`src/rtl/traffic_pkg.sv`:
```
// -----------------------------------------------------------------------------
// traffic_pkg
// Shared types and constants for the round-robin traffic phase controller.
//   state_t      : controller phase (GREEN / YELLOW / ALL_RED), 2-bit encoding;
//                  the fourth encoding is illegal and recovers to reset values.
//   dir_w()      : width of an approach index for a given approach count.
//   DEF_*        : default timing / geometry constants.
// -----------------------------------------------------------------------------
package traffic_pkg;

  typedef enum logic [1:0] {
    GREEN   = 2'b00,
    YELLOW  = 2'b01,
    ALL_RED = 2'b10
  } state_t;

  localparam int DEF_NUM_DIR      = 4;
  localparam int DEF_SENS_PER_DIR = 2;
  localparam int DEF_GREEN_MIN    = 8;
  localparam int DEF_GREEN_MAX    = 32;
  localparam int DEF_YELLOW_CYC   = 3;
  localparam int DEF_ALLRED_CYC   = 2;

  // An approach index needs at least one bit even for two approaches.
  function automatic int dir_w(input int n);
    return (n <= 2) ? 1 : $clog2(n);
  endfunction

endpackage

```
`src/rtl/traffic_ctrl_rr_rr_pick.sv`:
```
// -----------------------------------------------------------------------------
// rr_pick
// Combinational round-robin search: returns the first set bit of req found
// when scanning start, start+1, ... modulo NUM_DIR.
//   req   in  NUM_DIR          request vector
//   start in  $clog2(NUM_DIR)  first index examined
//   found out 1                some request bit is set
//   idx   out $clog2(NUM_DIR)  index of the first requester (0 when none)
// -----------------------------------------------------------------------------
module rr_pick
  import traffic_pkg::*;
#(
  parameter int NUM_DIR = DEF_NUM_DIR
) (
  input  logic [NUM_DIR-1:0]         req,
  input  logic [$clog2(NUM_DIR)-1:0] start,
  output logic                       found,
  output logic [$clog2(NUM_DIR)-1:0] idx
);

  localparam int DW = $clog2(NUM_DIR);

  logic [DW-1:0] pos;

  // Walk the ring once from start; the first hit wins and later hits are
  // ignored because found is already set.
  always_comb begin
    found = 1'b0;
    idx   = '0;
    pos   = '0;
    for (int k = 0; k < NUM_DIR; k++) begin
      pos = DW'((32'(start) + 32'(k)) % NUM_DIR);
      if (!found && req[pos]) begin
        found = 1'b1;
        idx   = pos;
      end
    end
  end

endmodule

```
`src/rtl/traffic_ctrl_rr.sv`:
```
// -----------------------------------------------------------------------------
// traffic_ctrl_rr
// N-approach traffic-light phase controller with min/max green, yellow and
// all-red clearance, granting sensor demand round-robin after the current
// approach. All outputs are registered.
//   clk          in  1                      system clock
//   rst_n        in  1                      async active-low reset
//   sensors      in  NUM_DIR*SENS_PER_DIR   demand, approach d owns
//                                           bits [d*SENS_PER_DIR +: SENS_PER_DIR]
//   preempt_vld  in  1                      (TRAFFIC_PREEMPT_EN only)
//   preempt_dir  in  $clog2(NUM_DIR)        (TRAFFIC_PREEMPT_EN only)
//   green        out NUM_DIR                one-hot green lamp or zero
//   yellow       out NUM_DIR                one-hot yellow lamp or zero
//   all_red      out 1                      all-red clearance active
//   cur_dir      out $clog2(NUM_DIR)        approach owning green/yellow
//   phase_start  out 1                      first green cycle of new approach
// Optional feature macro: TRAFFIC_PREEMPT_EN (emergency preemption).
// -----------------------------------------------------------------------------
module traffic_ctrl_rr
  import traffic_pkg::*;
#(
  parameter int NUM_DIR      = DEF_NUM_DIR,
  parameter int SENS_PER_DIR = DEF_SENS_PER_DIR,
  parameter int GREEN_MIN    = DEF_GREEN_MIN,
  parameter int GREEN_MAX    = DEF_GREEN_MAX,
  parameter int YELLOW_CYC   = DEF_YELLOW_CYC,
  parameter int ALLRED_CYC   = DEF_ALLRED_CYC
) (
  input  logic                            clk,
  input  logic                            rst_n,
  input  logic [NUM_DIR*SENS_PER_DIR-1:0] sensors,
`ifdef TRAFFIC_PREEMPT_EN
  input  logic                            preempt_vld,
  input  logic [$clog2(NUM_DIR)-1:0]      preempt_dir,
`endif
  output logic [NUM_DIR-1:0]              green,
  output logic [NUM_DIR-1:0]              yellow,
  output logic                            all_red,
  output logic [$clog2(NUM_DIR)-1:0]      cur_dir,
  output logic                            phase_start
);

  localparam int DW = $clog2(NUM_DIR);
  localparam int TW = $clog2(GREEN_MAX + 1);

  state_t            state_q, state_d;
  logic [DW-1:0]     nxt_dir_q, nxt_dir_d, cur_dir_d;
  logic [TW-1:0]     timer_q, timer_d, timer_inc;
  logic [31:0]       t_ext;
  logic [NUM_DIR-1:0] req, req_other;
  logic [DW-1:0]     search_start;
  logic              cand_found;
  logic [DW-1:0]     cand_idx;
  logic              pre_act;
  logic [DW-1:0]     pre_dir;
  logic              leave_green;
  logic [NUM_DIR-1:0] green_d, yellow_d;
  logic              all_red_d, phase_start_d;

  // Per-approach demand; the current approach is masked out so the ring
  // search starting just after it can only land on another approach.
  always_comb begin
    req = '0;
    for (int d = 0; d < NUM_DIR; d++) begin
      req[d] = |sensors[d*SENS_PER_DIR +: SENS_PER_DIR];
    end
    req_other    = req & ~(NUM_DIR'(1) << cur_dir);
    search_start = (32'(cur_dir) + 32'd1 == 32'(NUM_DIR)) ? '0 : cur_dir + 1'b1;
  end

  rr_pick #(
    .NUM_DIR (NUM_DIR)
  ) u_pick (
    .req   (req_other),
    .start (search_start),
    .found (cand_found),
    .idx   (cand_idx)
  );

  // Preemption collapses to a constant-off request in the default build so
  // the phase logic below is identical in both configurations.
`ifdef TRAFFIC_PREEMPT_EN
  assign pre_act = preempt_vld && (32'(preempt_dir) < 32'(NUM_DIR));
  assign pre_dir = preempt_dir;
`else
  assign pre_act = 1'b0;
  assign pre_dir = '0;
`endif

  assign t_ext     = 32'(timer_q);
  assign timer_inc = (t_ext >= 32'(GREEN_MAX)) ? timer_q : timer_q + 1'b1;

  // Green is released either when the own approach went idle after the
  // minimum, or unconditionally at the maximum, but only if someone waits.
  assign leave_green = cand_found &&
                       ((!req[cur_dir] && t_ext >= 32'(GREEN_MIN - 1)) ||
                        t_ext >= 32'(GREEN_MAX - 1));

  // Next-state logic. The registered outputs are derived from the next state
  // so lamps change on the same edge as the state itself.
  always_comb begin
    state_d   = state_q;
    cur_dir_d = cur_dir;
    nxt_dir_d = nxt_dir_q;
    timer_d   = timer_inc;

    case (state_q)
      GREEN: begin
        if (pre_act) begin
          if (pre_dir != cur_dir) begin
            state_d   = YELLOW;
            nxt_dir_d = pre_dir;
          end
        end else if (leave_green) begin
          state_d   = YELLOW;
          nxt_dir_d = cand_idx;
        end
      end
      YELLOW: begin
        if (pre_act) nxt_dir_d = pre_dir;
        if (t_ext >= 32'(YELLOW_CYC - 1)) begin
          if (ALLRED_CYC == 0) begin
            state_d   = GREEN;
            cur_dir_d = nxt_dir_d;
          end else begin
            state_d = ALL_RED;
          end
        end
      end
      ALL_RED: begin
        if (pre_act) nxt_dir_d = pre_dir;
        if ((ALLRED_CYC == 0) || t_ext >= 32'(ALLRED_CYC - 1)) begin
          state_d   = GREEN;
          cur_dir_d = nxt_dir_d;
        end
      end
      default: begin
        state_d   = GREEN;
        cur_dir_d = '0;
        nxt_dir_d = '0;
      end
    endcase

    if (state_d != state_q) timer_d = '0;

    green_d       = (state_d == GREEN)  ? (NUM_DIR'(1) << cur_dir_d) : '0;
    yellow_d      = (state_d == YELLOW) ? (NUM_DIR'(1) << cur_dir_d) : '0;
    all_red_d     = (state_d == ALL_RED);
    phase_start_d = (state_d == GREEN) &&
                    ((state_q == YELLOW) || (state_q == ALL_RED));
  end

  // State, timer and lamp registers all move together on the rising edge;
  // reset parks the controller on approach 0 green.
  always_ff @(posedge clk or negedge rst_n) begin
    if (!rst_n) begin
      state_q     <= GREEN;
      cur_dir     <= '0;
      nxt_dir_q   <= '0;
      timer_q     <= '0;
      green       <= NUM_DIR'(1);
      yellow      <= '0;
      all_red     <= 1'b0;
      phase_start <= 1'b0;
    end else begin
      state_q     <= state_d;
      cur_dir     <= cur_dir_d;
      nxt_dir_q   <= nxt_dir_d;
      timer_q     <= timer_d;
      green       <= green_d;
      yellow      <= yellow_d;
      all_red     <= all_red_d;
      phase_start <= phase_start_d;
    end
  end

endmodule
```
`config.mk`:
```
export PLATFORM = sky130hd
export DESIGN_NAME = traffic_ctrl_rr
export DESIGN_NICKNAME = d
export VERILOG_FILES = /design/src/rtl/traffic_pkg.sv /design/src/rtl/traffic_ctrl_rr_rr_pick.sv /design/src/rtl/traffic_ctrl_rr.sv
export SDC_FILE = /design/constraint.sdc
export NUM_CORES = 1
export LEC_CHECK = 0
export ABC_AREA = 1
export CAP_MARGIN = 20
export CORE_AREA = 2 2 40 78
export CTS_CLUSTER_SIZE = 24
export DETAILED_ROUTE_END_ITERATION = 10
export DIE_AREA = 0 0 42 80
export MAX_ROUTING_LAYER = met4
export PLACE_DENSITY = 0.86
export SLEW_MARGIN = 20
export SYNTH_ARGS = -nofsm -noshare
export SYNTH_HDL_FRONTEND = slang
export SYNTH_SLANG_ARGS = --single-unit
export TNS_END_PERCENT = 50
```
`constraint.sdc`:
```
create_clock -name clk -period 4.55 [get_ports clk]
set_clock_uncertainty 0.15 [all_clocks]
set_input_delay 0.91 -clock clk [delete_from_list [all_inputs] [get_ports clk]]
set_output_delay 0.91 -clock clk [all_outputs]
set_load 0.02 [all_outputs]
```
==> reports/summary.txt <==
outcome: completed
Critical R2R Launch: cur_dir[0]$_DFF_PN0_
setup tns final: 0 ps
initial drt markers: 35
PortBufs: 21
worst reg2reg path depth: 15
Pwr Total: 0.001241 W
routed len/inst: 12.93 um
design area: 1773 um2
Synth Flop Type: dfrtp_1
Post-Syn Instances: 193
post-synthesis sequential area ratio: 37.79%
GRT overflow: 0
Warnings, synthesis: 0
post-synth top area share: 35.99%
TritonCTS clock tree: done
Worst EP required: 4590 ps
share of cells above drive strength 1: 9.677%
ANT cells: 0
leakage power: 0.9411 nW
clock slew at reported path FFs: 80 ps
Post-CTS Setup Inserts: 0
top fanout value on the critical path: 9
clock buffer depth: 2
Mapped Nets: 214
hold crit path type: reg -> reg
largest net degree at the start of global routing: 23
via/cell ratio: 5.280
Synth area leaders: dfrtp_1 (36%), nand3_1 (9.6%), nand2_1 (9.5%)
hold path start: nxt_dir_q[0]$_DFFE_PN0P_
# IOs: 22
critical path startpoint: cur_dir[0]$_DFF_PN0_
data arrival time of the critical path: 2670 ps
Detailed Place HPWL: 2.630 mm
nets: 239
Slew @ Worst Pin: 914.2 ps
Die W: 42 um
synth unique cells: 23
initial antenna violation count: 0
CTS Buf Count: 3
cts hold-fix bufs: 0
Total Routing Usage GR: 22.45%
maximum VDD drop: 0.4675 mV
Post-Route WL: 3.181 mm
Post-synth top cells: nand2_1 (37), inv_1 (31), nand3_1 (28), nor2_1 (25), dfrtp_1 (21)
core footprint: 2736 um2
EDFF count, synth: 0
share of flip-flops with an asynchronous set or reset: 100.0%
Hold Worst Slack: 349.4 ps
number of instances on the worst hold path: 2
Starting Density: 53.36%
GPL Wtd Cong: 1.027
CTS sink cnt: 22
Layout area overhead: 21.42%
Clk Latency, worst-skew pair: 260 ps
Die ar.: 3360 um2
syn avg cell area: 7.566 um2
RSZ-0062 raised after global routing: no
Synth Register Bits: 22
final hold violations: 0
Resized cells post-CTS: 0
Pins Over Slew Limit: 0
Cell Rows: 27
max_cap viols: 0
first-pass GRT wire length: 5.630 mm
multi-input logic area: 783.3 um2
Period minus WS final: 2639 ps
Setup Crit Path Kind: reg -> reg
Slew headroom: 38.86%
CP Capture Type: flip-flop
final antenna-violating net count: 0
dpl cell area: 1702 um2
FF/Latch Area: 551.8 um2
filler cell count: 227
Core Util, Final: 64.79%
Final setup viols: 0
Vias: 1299
DRC Markers: 0
most numerous cell in the Yosys netlist: nand2_1
number of global-route vias before repair: 1393
Fmax: 0.3789 GHz
die height: 80 um
clock root buffer master: clkbuf_8
CP Launch Type: flip-flop
Power Density: 700.0 nW/um2
DRT Pass-1 Iters: 4
Mapped Area: 1460 um2
H-Tree Level Count: 1
biggest area consumer among synthesized cells: dfrtp_1
fin crit share: 58.00%
## layout make-up
| type | instances | share of cell area, % |
|---|---|---|
| Multi-Input combinational cell | 138 | 44.18 |
| Inverter | 32 | 6.775 |
| Timing Repair Buffer | 21 | 11.86 |
| Clock inverter | 1 | 1.694 |
| Sequential cell | 22 | 31.12 |
| Clock buffer | 3 | 2.329 |
| Tap cell | 29 | 2.047 |
## placed cells by master, fill, tap and decap left out, drive strengths merged
master,synthesis,layout
nand2,46,46
a22oi,1,1
clkbuf,0,3
a21oi,6,6
dfrtp,21,21
nand3b,1,1
xor2,4,4
or2,1,1
nor2,27,27
dfstp,1,1
inv,32,32
bufinv,0,1
nand4,4,4
ha,11,11
a32oi,2,2
o21ai,3,3
o211ai,2,2
clkdlybuf4s50,0,21
nand3,30,30
## metrics by stage
step	cells	setup slack, ps
2_1_floorplan	193	2217
3_3_place_gp	242	1775
3_5_place_dp	242	1715
4_1_cts	246	1912
5_1_grt	246	1651
6_report	246	1911
## worst paths after layout
check / slack (ps) / to
setup / recovery: 1910 / timer_q[2]$_DFFE_PN0P_
hold / removal: 350 / nxt_dir_q[0]$_DFFE_PN0P_
setup reg to reg: 1910 / timer_q[2]$_DFFE_PN0P_
hold reg to reg: 350 / nxt_dir_q[0]$_DFFE_PN0P_
max in group asynchronous: 2680 / all_red$_DFF_PN0_
min in group asynchronous: 1010 / yellow[0]$_DFF_PN0_
## flip-flops by register name, indices dropped and copies added (netlist names)
register	cells
all_red	1
cur_dir	2
green	4
nxt_dir_q	2
phase_start	1
state_q	2
timer_q	6
yellow	4
## cell families after synthesis
logic type / synth area share, %
AOI/OAI and AO/OA: 5.827
DFF: 37.79
and+or+nand+nor: 35.99
buffers and inverters: 8.568
xor gates and xnor gates: 2.399
adders and majority gates: 9.426
## metal layers
| metal | GRT usage, % | vias to the layer above | part of all wire (%) |
|---|---|---|---|
| met5 | - | - | 0 |
| met4 | 16.13 | 0 | 5.8 |
| met3 | 1.810 | 17 | 2.2 |
| met2 | 42.81 | 31 | 58 |
| met1 | 19.59 | 593 | 34 |
| li1 | - | 658 | - |
## worst max-delay path: stages (launching register included)
cell and delay (ps):
dfrtp_1 560, inv_2 130, ha_1 410, inv_1 170
nand2_1 70, nand2_1 110, nand3_1 120, nand2_2 130
nand4_4 100, nand2_2 90, nand2_2 70, nand2_4 80
nand2_4 70, nand2_2 70, nand3_2 110, nor2_1 120
## where the power goes
group	internal (W)	switching, W	total (W)
sequential	0.000259	0.0000533	0.000312
combinational	0.000264	0.000488	0.000752
clock	0.000118	0.0000594	0.000177
No activity file was read; power rests on OpenSTA's default activity.
